### src/rtl/ts_adc_accumulator.sv
// Bit-serial shift-accumulator: weights per-column ADC codes by 2^plane and sums over numInBits
// planes. Define SIGNED_INPUT_EN to treat activations as two's complement (last plane subtracts).
module ts_adc_accumulator #(
  parameter int unsigned numCols    = 8,
  parameter int unsigned numAdcBits = 4,
  parameter int unsigned numInBits  = 4,
  parameter int unsigned accWidth   = 16,
  localparam int unsigned PlaneW    = $clog2(numInBits)
) (
  input  logic                           CLK,
  input  logic                           RST,
  input  logic                           clear_i,
  input  logic [numAdcBits*numCols-1:0]  adc_data_i,
  input  logic                           adc_valid_i,
  output logic                           adc_ready_o,
  output logic [accWidth*numCols-1:0]    acc_data_o,
  output logic                           acc_valid_o,
  input  logic                           acc_ready_i,
  output logic [PlaneW-1:0]              plane_idx_o,
  output logic                           busy_o
);

  typedef enum logic [0:0] {StAcc, StOut} state_e;

  localparam logic [PlaneW-1:0] LastPlane = PlaneW'(numInBits - 1);

  state_e                                state_q, state_d;
  logic [PlaneW-1:0]                     plane_q, plane_d;
  logic                                  valid_q, valid_d;
  logic [numCols-1:0][accWidth-1:0]      acc_q, acc_d;
  logic                                  accept;
  logic [accWidth-1:0]                   term;

  assign adc_ready_o = !clear_i && ((state_q == StAcc) || acc_ready_i);
  assign accept      = adc_valid_i && adc_ready_o;

  always_comb begin
    state_d = state_q;
    plane_d = plane_q;
    valid_d = valid_q;
    acc_d   = acc_q;
    term    = '0;
    if (clear_i) begin
      // Abort keeps acc contents; the next plane 0 reloads them anyway.
      state_d = StAcc;
      plane_d = '0;
      valid_d = 1'b0;
    end else begin
      if ((state_q == StOut) && acc_ready_i) begin
        state_d = StAcc;
        valid_d = 1'b0;
      end
      if (accept) begin
        for (int j = 0; j < int'(numCols); j++) begin
          term = accWidth'(adc_data_i[j*numAdcBits +: numAdcBits]) << plane_q;
          if (plane_q == '0) begin
            acc_d[j] = term;
          end else begin
`ifdef SIGNED_INPUT_EN
            if (plane_q == LastPlane) acc_d[j] = acc_q[j] - term;
            else                      acc_d[j] = acc_q[j] + term;
`else
            acc_d[j] = acc_q[j] + term;
`endif
          end
        end
        if (plane_q == LastPlane) begin
          plane_d = '0;
          state_d = StOut;
          valid_d = 1'b1;
        end else begin
          plane_d = plane_q + 1'b1;
        end
      end
    end
  end

  always_ff @(posedge CLK or posedge RST) begin
    if (RST) begin
      state_q <= StAcc;
      plane_q <= '0;
      valid_q <= 1'b0;
      acc_q   <= '0;
    end else begin
      state_q <= state_d;
      plane_q <= plane_d;
      valid_q <= valid_d;
      acc_q   <= acc_d;
    end
  end

  assign acc_data_o  = acc_q;
  assign acc_valid_o = valid_q;
  assign plane_idx_o = plane_q;
  assign busy_o      = (state_q == StOut) || (plane_q != '0);

endmodule

### config.mk
export PLATFORM = sky130hd
export DESIGN_NAME = ts_adc_accumulator
export DESIGN_NICKNAME = d
export VERILOG_FILES = /design/src/rtl/ts_adc_accumulator.sv
export SDC_FILE = /design/constraint.sdc
export NUM_CORES = 1
export LEC_CHECK = 0
export CAP_MARGIN = 20
export CORE_MARGIN = 1.5
export CORE_UTILIZATION = 25
export CTS_CLUSTER_DIAMETER = 150
export DETAILED_ROUTE_END_ITERATION = 7
export PLACE_DENSITY_LB_ADDON = 0.15
export SYNTH_ARGS = -nofsm -noshare
export SYNTH_HDL_FRONTEND = slang
export SYNTH_SLANG_ARGS = --single-unit
### constraint.sdc
create_clock -name CLK -period 5.8 [get_ports CLK]
set_clock_uncertainty 0.1 [all_clocks]
set_input_delay 0.58 -clock CLK [delete_from_list [all_inputs] [get_ports CLK]]
set_output_delay 0.58 -clock CLK [all_outputs]
set_load 0.005 [all_outputs]
**Yosys cells after proc, flatten, opt, wreduce, memory -nomap -nowiden**

Cells that the tools add are included.

- Logic and storage cells: 60
- Bits in registers: 132

- Muxes and demuxes: 19
- Add/sub/neg operators: 9
- Reduce and logical (&&, ||, !) cells: 10
- Shift operators: 8
- Equal/unequal tests: 1
- Bitwise gates (word level): 2

Operators with widths:

| cell | count |
|---|---|
| $add 16x16->16 | 8 |
| $mux 16 | 8 |
| $shl 4x2->16 | 8 |
| $mux 1 | 8 |
| $mux 2 | 3 |
| $reduce_bool 2->1 | 2 |
| $logic_and 1x1->1 | 3 |
| $add 2x1->2 const B | 1 |
| $eq 2x2->1 const B | 1 |
| $logic_not 2->1 | 1 |
| $logic_or 1x1->1 | 2 |
| $not 1->1 | 2 |
| $reduce_and 2->1 | 1 |
| $logic_not 1->1 | 1 |

**Logic depth before layout (Yosys ltp)**

Gate-level depths: netlist of the first run.

- Depth after elaboration: 6
- Depth in mapped cells: 11
- Mapped depth without buffers: 9

**Worst setup path before layout of the first run**

Ideal clock, no wire load.

- Path type: flip-flop to flip-flop
- Start: reg plane_q[1] (netlist: plane_idx_o[1])
- End: reg acc_q, in the netlist acc_data_o[39]
- Path buffers: 3
- Library setup time: 133 ps
- Slack: 2,830 ps
- Cell stages (with the launch flop): 11
- Clock period less this slack: 2,970 ps
- Arrival: 2,736 ps
- Path through: dfrtp_1 -> clkbuf_1 -> buf_2 -> buf_1 -> nor2_1 -> ha_1 -> a211oi_1 -> o21ai_0 -> a31oi_1 -> mux2i_1 -> o21ai_0

- Cells in the longest elaborated chain, start to end: 3

Ends and longest elaborated chain:

| element | RTL line | text |
|---|---|---|
| from (decl) | 28 | `logic [PlaneW-1:0] plane_q, plane_d;` |
| from (signal assigned) | 86 | `plane_q <= plane_d;` |
| $shl 4x2->16 | 55 | `term = accWidth'(adc_data_i[j*numAdcBits +: numAdcBits]) << plane_q;` |
| $add 16x16->16 | 63 | `acc_d[j] = acc_q[j] + term;` |
| $mux 16 (*) | 56 | `if (plane_q == '0) begin` |
| to (signal assigned) | 83 | `acc_q <= '0;` |
| to (signal assigned) | 88 | `acc_q <= acc_d;` |
| to (decl) | 30 | `logic [numCols-1:0][accWidth-1:0] acc_q, acc_d;` |

Mark *: on every way between the ends. The rest lies on a longest branch, timed or not.
A chain may end at the register's enable or synchronous reset.

**Final worst setup path of the first run**

- Start: reg plane_q[0] (netlist: plane_idx_o[0])
- End: reg acc_q, in the netlist acc_data_o[89]

Same word-level chain as after synthesis.

==> flow_summary.ini, run 1 <==
[worst_setup_path]
crit_fanout = 57
endpoint_kind = flop
ff2ff_path_depth = 7
required_ns = 6.04
crit_type = reg2reg
cp-start-kind = flop
worstPathArrival_ns = 4.24

[clocking]
clockRootBuffer = clkbuf_16
clock-sinks = 132
cts_resized = 0
cts_setup_buffers = 0
insertion_delay_ns = 0.43
htree_levels = 4
clock_path_buffers = 2
cts_tree = done
cts_buffers = 17
postCtsHoldBufs = 0
clk_pin_slew_ns = 0.06

[final_layout]
mostFrequentLayoutCells = clkdlybuf4s50_1, o21ai_0, dfrtp_1
finalNetCount = 1374
final_cells = 1797
fillers = 3980
design_area_um2 = 12500
drive_gt1_share_pct = 4.13
multi_input_area_um2 = 6090
layout_commonest_cell = clkdlybuf4s50_1
syn_to_final_growth_pct = 29.0
register_area_um2 = 3310

[drt]
drc = 0
dr.pass1.iters = 6
vias_per_cell = 5.07
wl_mm = 33.9
postRouteAntennaNets = 0
routedWlPerCell_um = 18.8
drt-initial-drc-count = 491
vias = 9115

[timing]
rsz0062_at_grt = no
fmax_mhz = 250
slew_viol_final = 0
period_needed_ns = 3.99
tightest_slew_ns = 0.998
slew_headroom_pct = 33.5
hold_violations = 0
fin_tns_setup_ns = 0
setup_violations = 0
finalCritPeriodShare_pct = 68.8
holdWs_ns = 0.384

[synth]
synth-async-reset-ratio_pct = 100
synth-seq-area-share_pct = 34.1
yosys.area.top_type = dfrtp_1
synthTopCellsByArea = dfrtp_1, ha_1, o21ai_0
ys_warn_count = 0
synth_area_um2 = 9700
postSynthAreaPerCell_um2 = 8.57
synth_top_area_share_pct = 34.1
synth-seq-cells = 132
syn_nets = 1234
synth_flop_cell = dfrtp_1
synth_cells = 1131
synth_edf_count = 0
synth.distinct_cells = 59

[grt]
use_met3_pct = 3.93
gr-usage-met2_pct = 25.6
grt_antenna_before_repair = 2
overflow = 0
grt_max_degree = 92
first_global_vias = 8665
grt_usage_pct = 17.1
grt_pass1_wl_mm = 51.8
busiest_layer = met2
grtUsageMet1_pct = 24.4

[floorplanning]
core_area_um2 = 37900
rows = 71
boundaryPins = 170
die_h_um = 200
die_w_um = 200
start_util_pct = 25.6
dieArea_um2 = 40000

[power_and_ir_drop]
power.total_mw = 4.26
cellLeakagePower_nw = 5.20
p_per_area_nw_per_um2 = 340
peakVddDrop_mv = 0.170

[placement]
place_inst = 1763
gp_congestion = 0.822
dpl_cell_area_um2 = 11900
post-dp-hpwl_mm = 24.3
port_buffers = 169

[flow_run]
cap_violations = 0

[worst_hold_path]
whs_path_depth = 1
hold_path.class = reg2reg

[run_status]
outcome = completed
-- flip-flops by register name (all words and copies together) (netlist names) --
| register | count |
|---|---|
| acc_data_o | 128 |
| acc_valid_o | 1 |
| plane_idx_o | 2 |
| state_q | 1 |
-- cell families (layout without fill, tap and decap cells) --
family	Yosys count	after routing	share of synthesized area, %
fa+ha+maj	66	66	9.14
other cells	0	2	0
simple gates	364	364	18.6
compound gates	391	391	25.1
xor+xnor	36	36	3.25
buf+inv	79	232	3.36
flops	132	132	34.1
mux	63	63	6.53
-- critical path: stages, from the launching register on --
cell,delay (ns)
dfrtp_2,0.98
inv_1,0.56
ha_4,0.54
clkinv_1,0.13
buf_4,0.42
nand2_1,0.54
or3_1,0.50
o21ai_0,0.08
-- power by group --
part | internal, mW | switching [mW] | leakage (nW) | total [mW]
logic | 0.846 | 0.958 | 3.16 | 1.80
registers | 1.08 | 0.242 | 1.73 | 1.32
clock network | 0.707 | 0.430 | 0.303 | 1.14
-- cells in the mapped netlist, drive strengths merged (4+ instances only) --
master   count
a211o        7
fa           8
nor2b       10
o21bai      15
ha          58
nand4       25
clkbuf      42
o211ai      18
nor4        12
xor2        22
a21oi       77
xnor2       14
buf         16
mux2i       61
o21ai      140
nor2        85
o221ai       4
o22ai        5
a22o         4
o21a        16
nand3       33
inv         20
a31oi       15
nor3        23
dfrtp      132
or3         20
a211oi      26
nand2       97
o31ai       14
or4          8
a2bb2oi      6
o2bb2ai      6
and2        17
a21o        18
and4         6
and3        21
-- path summary, 6_finish.rpt --
check / startpoint / endpoint / slack, ns
max: plane_idx_o[0] / acc_data_o[89] / 1.81
max reg2reg: plane_idx_o[0] / acc_data_o[89] / 1.81
max in group asynchronous: RST / acc_data_o[65] / 3.86
min: state_q / acc_valid_o / 0.38
min in group asynchronous: RST / acc_data_o[47] / 0.63
min reg2reg: state_q / acc_valid_o / 0.38
-- stage by stage --
stage               worst slack (ns)  utilization, %
floorplan                       1.59               -
global placement                1.83            31.4
detailed placement              1.77            31.4
CTS                             1.76            33.0
global route                    1.47            33.0
finish                          1.81            33.0
-- metal layers --
layer	routed length [um]	part of all wire (%)
met4	588	1.7
met2	14600	43
met5	0	0
met3	1810	5.3
met1	16800	50
-- final cells by class --
| class | count | area share [%] |
|---|---|---|
| Sequential cell | 132 | 26.4 |
| Clock inverter | 10 | 1.03 |
| Inverter | 21 | 0.670 |
| Clock buffer | 22 | 3.79 |
| Antenna cell | 2 | 0.0400 |
| Tap cell | 511 | 5.11 |
| Multi-Input combinational cell | 920 | 48.7 |
| Timing Repair Buffer | 179 | 14.2 |
No activity file was read; power rests on OpenSTA's default activity.
==> inputs of run 2 (changes only) <==
==> constraint.sdc (replaced) <==
create_clock -name CLK -period 3.2 [get_ports CLK]
set_clock_uncertainty 0.1 [all_clocks]
set_input_delay 0.32 -clock CLK [delete_from_list [all_inputs] [get_ports CLK]]
set_output_delay 0.32 -clock CLK [all_outputs]
set_load 0.005 [all_outputs]
==> flow_summary.ini, run 2 (same netlist as run 1, synthesis figures left out) <==
[drt]
routedWlPerCell_um = 19.1
dr.pass1.iters = 5
postRouteAntennaNets = 0
vias = 9417
wl_mm = 35.2
drc = 0
drt-initial-drc-count = 458
vias_per_cell = 5.11

[floorplanning]
die_h_um = 200
die_w_um = 200
dieArea_um2 = 40000
start_util_pct = 25.6
core_area_um2 = 37900
boundaryPins = 170
rows = 71

[worst_setup_path]
ff2ff_path_depth = 10
crit_end = acc_data_o[94]
crit_fanout = 11
crit_type = reg2reg
crit_start = plane_idx_o[0]
cp-start-kind = flop
reg2reg_from = plane_idx_o[0]
endpoint_kind = flop
required_ns = 3.42
r2r_end = acc_data_o[94]
reg2reg_slack_ns = 0.21
worstPathArrival_ns = 3.21

[timing]
rsz0062_at_grt = no
tightest_slew_ns = 0.852
finalCritPeriodShare_pct = 93.4
period_needed_ns = 2.99
slew_viol_final = 0
setup_violations = 0
hold_violations = 0
slew_headroom_pct = 43.2
fin_tns_setup_ns = 0
fmax_mhz = 334

[power_and_ir_drop]
swShare_pct = 38.1
clkPwrFrac_pct = 26.6
peakVddDrop_mv = 0.492
power.total_mw = 8.02
cellLeakagePower_nw = 5.45
p_seq_share_pct = 29.1
p_comb_share_pct = 44.3
p_switching_mw = 3.05
p_int_mw = 4.96
p_per_area_nw_per_um2 = 618

[final_layout]
syn_to_final_growth_pct = 33.8
fillers = 3952
mostFrequentLayoutCells = clkdlybuf4s50_1, o21ai_0, dfrtp_1
largest_reg_flops = 128
finalNetCount = 1421
layout_commonest_cell = clkdlybuf4s50_1
drive_gt1_share_pct = 8.26

[clocking]
clock_path_buffers = 2
clock-sinks = 132
htree_levels = 4
cts_tree = done
postCtsHoldBufs = 0
cts_buffers = 17
clockRootBuffer = clkbuf_16
insertion_delay_ns = 0.44
clk_pin_slew_ns = 0.07

[grt]
grt_pass1_wl_mm = 54.2
overflow = 0
grt_usage_pct = 17.9
grt_max_degree = 133
grt_antenna_before_repair = 2
first_global_vias = 8996

[flow_run]
cap_violations = 0

[worst_hold_path]
hold_path.class = in2async

[placement]
gp_congestion = 0.832
post-dp-hpwl_mm = 26.0
port_buffers = 169

[run_status]
outcome = completed
==> run 2: changes by cell type in the layout (fill, tap and decap cells not counted), moves of 2 or more <==
| cell | delta |
|---|---|
| a211oi_1 | -6 |
| a211oi_2 | +6 |
| mux2i_2 | +2 |
| clkinv_2 | -3 |
| buf_4 | +43 |
| clkinvlp_4 | +2 |
| mux2i_1 | -2 |
| clkbuf_8 | +2 |
| buf_12 | +3 |
==> run 2: worst min path at each step <==
stage / to / start / slack (ns) / depth (start not counted)
floorplan: acc_valid_o / state_q / 0.33 / 1
global placement: acc_valid_o / state_q / 0.35 / 1
detailed placement: acc_valid_o / state_q / 0.36 / 1
CTS: acc_valid_o / state_q / 0.36 / 1
global route: acc_valid_o / state_q / 0.39 / 1
finish: acc_data_o[47] / RST / 0.35 / 3
==> run 2: area by class of cell <==
cell class	instances	area [um^2]	share of cell area, %
multi-input cells	920	6140	47.3
flip-flops and latches	132	3310	25.5
well taps	511	639	4.93
clock inverters	8	121	0.936
diodes	2	5.00	0.0386
inverters	21	82.6	0.637
clock buffers	24	502	3.87
repair buffers	226	2170	16.8
==> run 2: critical path, cell delays in order, from the launching register on <==
cell and delay [ns]:
dfrtp_2 0.48, nor2_1 0.10, buf_4 0.18, and2_1 0.18, ha_1 0.22, fa_1 0.45
a211oi_1 0.41, o21bai_1 0.31, nand4_1 0.21, xor2_1 0.15, nor2_1 0.05
==> run 2: power by group through the flow <==
stage	registers [mW]	logic [mW]	clock network [mW]
final	2.33	3.55	2.13
after CTS	2.35	3.50	2.21
after floorplan	2.27	2.07	0
after global routing	2.40	3.96	2.27
after detailed placement	2.37	3.47	0
after global placement	2.36	3.46	0
==> run 2: metrics by stage <==
step | cells | area (um^2) | hold WS [ns] | util [%] | setup slack (ns)
2_1_floorplan | 1131 | 9700 | 0.331 | - | 0.230
3_3_place_gp | 1805 | 12300 | 0.347 | 32.3 | 0.135
3_5_place_dp | 1805 | 12300 | 0.355 | 32.3 | 0.108
4_1_cts | 1837 | 12900 | 0.364 | 33.9 | 0.131
5_1_grt | 1844 | 13000 | 0.391 | 34.2 | 0.00757
6_report | 1844 | 13000 | 0.351 | 34.2 | 0.210
==> run 2: metal layers <==
metal | vias up | part of all wire, % | GRT usage [%]
met1 | 4564 | 51 | 26.2
met3 | 24 | 4.6 | 3.81
met4 | 0 | 1.7 | 4.93
met2 | 199 | 42 | 26.4
li1 | 4630 | - | -
met5 | - | 0 | 0
==> run 2: what timing repair did <==
item | 4_1_cts | 5_1_grt
endpoints found under the setup margin | 0 | 21
resized for setup | 0 | 11
buffers inserted | 0 | 5
==> inputs of run 3 (changes only) <==
--- a/config.mk
+++ b/config.mk
@@ -10,6 +10,7 @@
 export CORE_UTILIZATION = 25
 export CTS_CLUSTER_DIAMETER = 150
 export DETAILED_ROUTE_END_ITERATION = 7
+export GPL_TIMING_DRIVEN = 0
 export PLACE_DENSITY_LB_ADDON = 0.15
 export SYNTH_ARGS = -nofsm -noshare
 export SYNTH_HDL_FRONTEND = slang
==> flow_summary.ini, run 3 (same netlist as run 1, synthesis figures left out) <==
[drt]
dr.pass1.iters = 5
drc = 0
postRouteAntennaNets = 0
routedWlPerCell_um = 22.4
vias_per_cell = 5.32
wl_mm = 41.7
drt-initial-drc-count = 698
vias = 9889

[grt]
grt_usage_pct = 21.1
grt_pass1_wl_mm = 61.2
grt_antenna_before_repair = 0
overflow = 0
first_global_vias = 9144
grt_max_degree = 36

[timing]
tightest_slew_ns = 0.958
rsz0062_at_grt = no
fmax_mhz = 321
period_needed_ns = 3.12
slew_headroom_pct = 36.1
fin_tns_setup_ns = 0
finalCritPeriodShare_pct = 97.5
holdWs_ns = 0.204
setup_violations = 0
slew_viol_final = 0
hold_violations = 0

[flow_run]
cap_violations = 0

[final_layout]
drive_gt1_share_pct = 8.15
fin_util_pct = 34.5
final_cells = 1860
syn_to_final_growth_pct = 35.2
finalNetCount = 1440
multi_input_area_um2 = 6210
layout_commonest_cell = clkdlybuf4s50_1
register_area_um2 = 3310
fillers = 3975
mostFrequentLayoutCells = clkdlybuf4s50_1, o21ai_0, dfrtp_1
design_area_um2 = 13100
diodes = 0
largest_reg_flops = 128

[worst_setup_path]
crit_slowest_cell = dfrtp_2
reg2reg_from = plane_idx_o[1]
crit_path_frequent_cell = buf_6
r2r_end = acc_data_o[92]
crit_type = reg2out
required_ns = 2.78
critPathMaxStageDelay_ns = 0.48
reg2reg_slack_ns = 0.12
cp.depth = 8
crit_end = busy_o
ff2ff_path_depth = 10
cp-start-kind = flop
crit_chain = buf_6 > inv_4 > ha_2 > buf_6 > buf_6 > clkbuf_8 > nand2b_1 > clkdlybuf4s50_1
cpLargestDelayFamily = buffers and inverters
endpoint_kind = output port
crit_start = plane_idx_o[1]
crit_buf_inv = 6
crit_fanout = 10
worstPathArrival_ns = 2.70

[placement]
post-dp-hpwl_mm = 31.1
port_buffers = 169
gp_congestion = 0.863
dpl_cell_area_um2 = 12100
place_inst = 1816

[power_and_ir_drop]
peakVddDrop_mv = 0.431
p_per_area_nw_per_um2 = 640
cellLeakagePower_nw = 5.48

[floorplanning]
boundaryPins = 170
dieArea_um2 = 40000
rows = 71
die_w_um = 200
start_util_pct = 25.6
die_h_um = 200
core_area_um2 = 37900

[clocking]
clock-sinks = 132
cts_buffers = 17
clockRootBuffer = clkbuf_16
cts_tree = done
clock_path_buffers = 2
htree_levels = 4
insertion_delay_ns = 0.45
postCtsHoldBufs = 0
clk_pin_slew_ns = 0.07

[run_status]
outcome = completed

[worst_hold_path]
hold_path.class = in2async
[run 3: changes by cell type in the layout (fill, tap and decap cells not counted), sizes merged]
cell	previous run	this run
clkbuf	24	58
buf	57	36
bufinv	3	5
clkinv	5	7
diode	2	0
clkdlybuf4s15	0	1
clkinvlp	2	1
inv	19	20
[run 3: power breakdown]
| part | leakage, nW | switching (mW) | internal [mW] | total, mW |
|---|---|---|---|---|
| combinational | 3.43 | 2.06 | 1.71 | 3.77 |
| sequential | 1.73 | 0.414 | 1.95 | 2.36 |
| clock | 0.317 | 0.856 | 1.40 | 2.26 |
[run 3: worst min-delay path by stage]
stage / start / end / slack [ns] / depth (start not counted)
6_report: RST / acc_data_o[31] / 0.20 / 2
3_5_place_dp: state_q / acc_valid_o / 0.35 / 1
4_1_cts: RST / acc_data_o[43] / 0.20 / 2
5_1_grt: RST / acc_data_o[25] / 0.22 / 2
2_1_floorplan: state_q / acc_valid_o / 0.33 / 1
3_3_place_gp: state_q / acc_valid_o / 0.35 / 1
[run 3: metal layers]
layer / track usage [%] / wire length [um] / vias up
met4: 4.85 / 599 / 0
met1: 30.6 / 20400 / 4858
met2: 32.5 / 18500 / 321
met5: 0 / 0 / -
li1: - / - / 4666
met3: 3.39 / 2140 / 44
[run 3: what timing repair did]
action	in CTS	in global routing
cloned	0	0
pin swaps	0	8
buffers inserted	0	15
gates resized for setup	42	28
endpoints found under the setup margin	130	60
[run 3: cell type report]
class	count	area share, %
buffer	56	2.33
multi-input combinational	920	47.4
clock buffer	19	3.38
inverter	21	0.649
tap	511	4.88
sequential	132	25.2
clock inverter	12	1.56
timing repair buffer	189	14.6
[run 3: per-stage QoR]
stage               total power [mW]  setup WS [ns]
finish                          8.39         0.0804
global route                    8.90         0.0316
CTS                             8.27       -0.00608
detailed placement              5.89         -0.970
global placement                5.85         -0.965
floorplan                       4.34          0.230
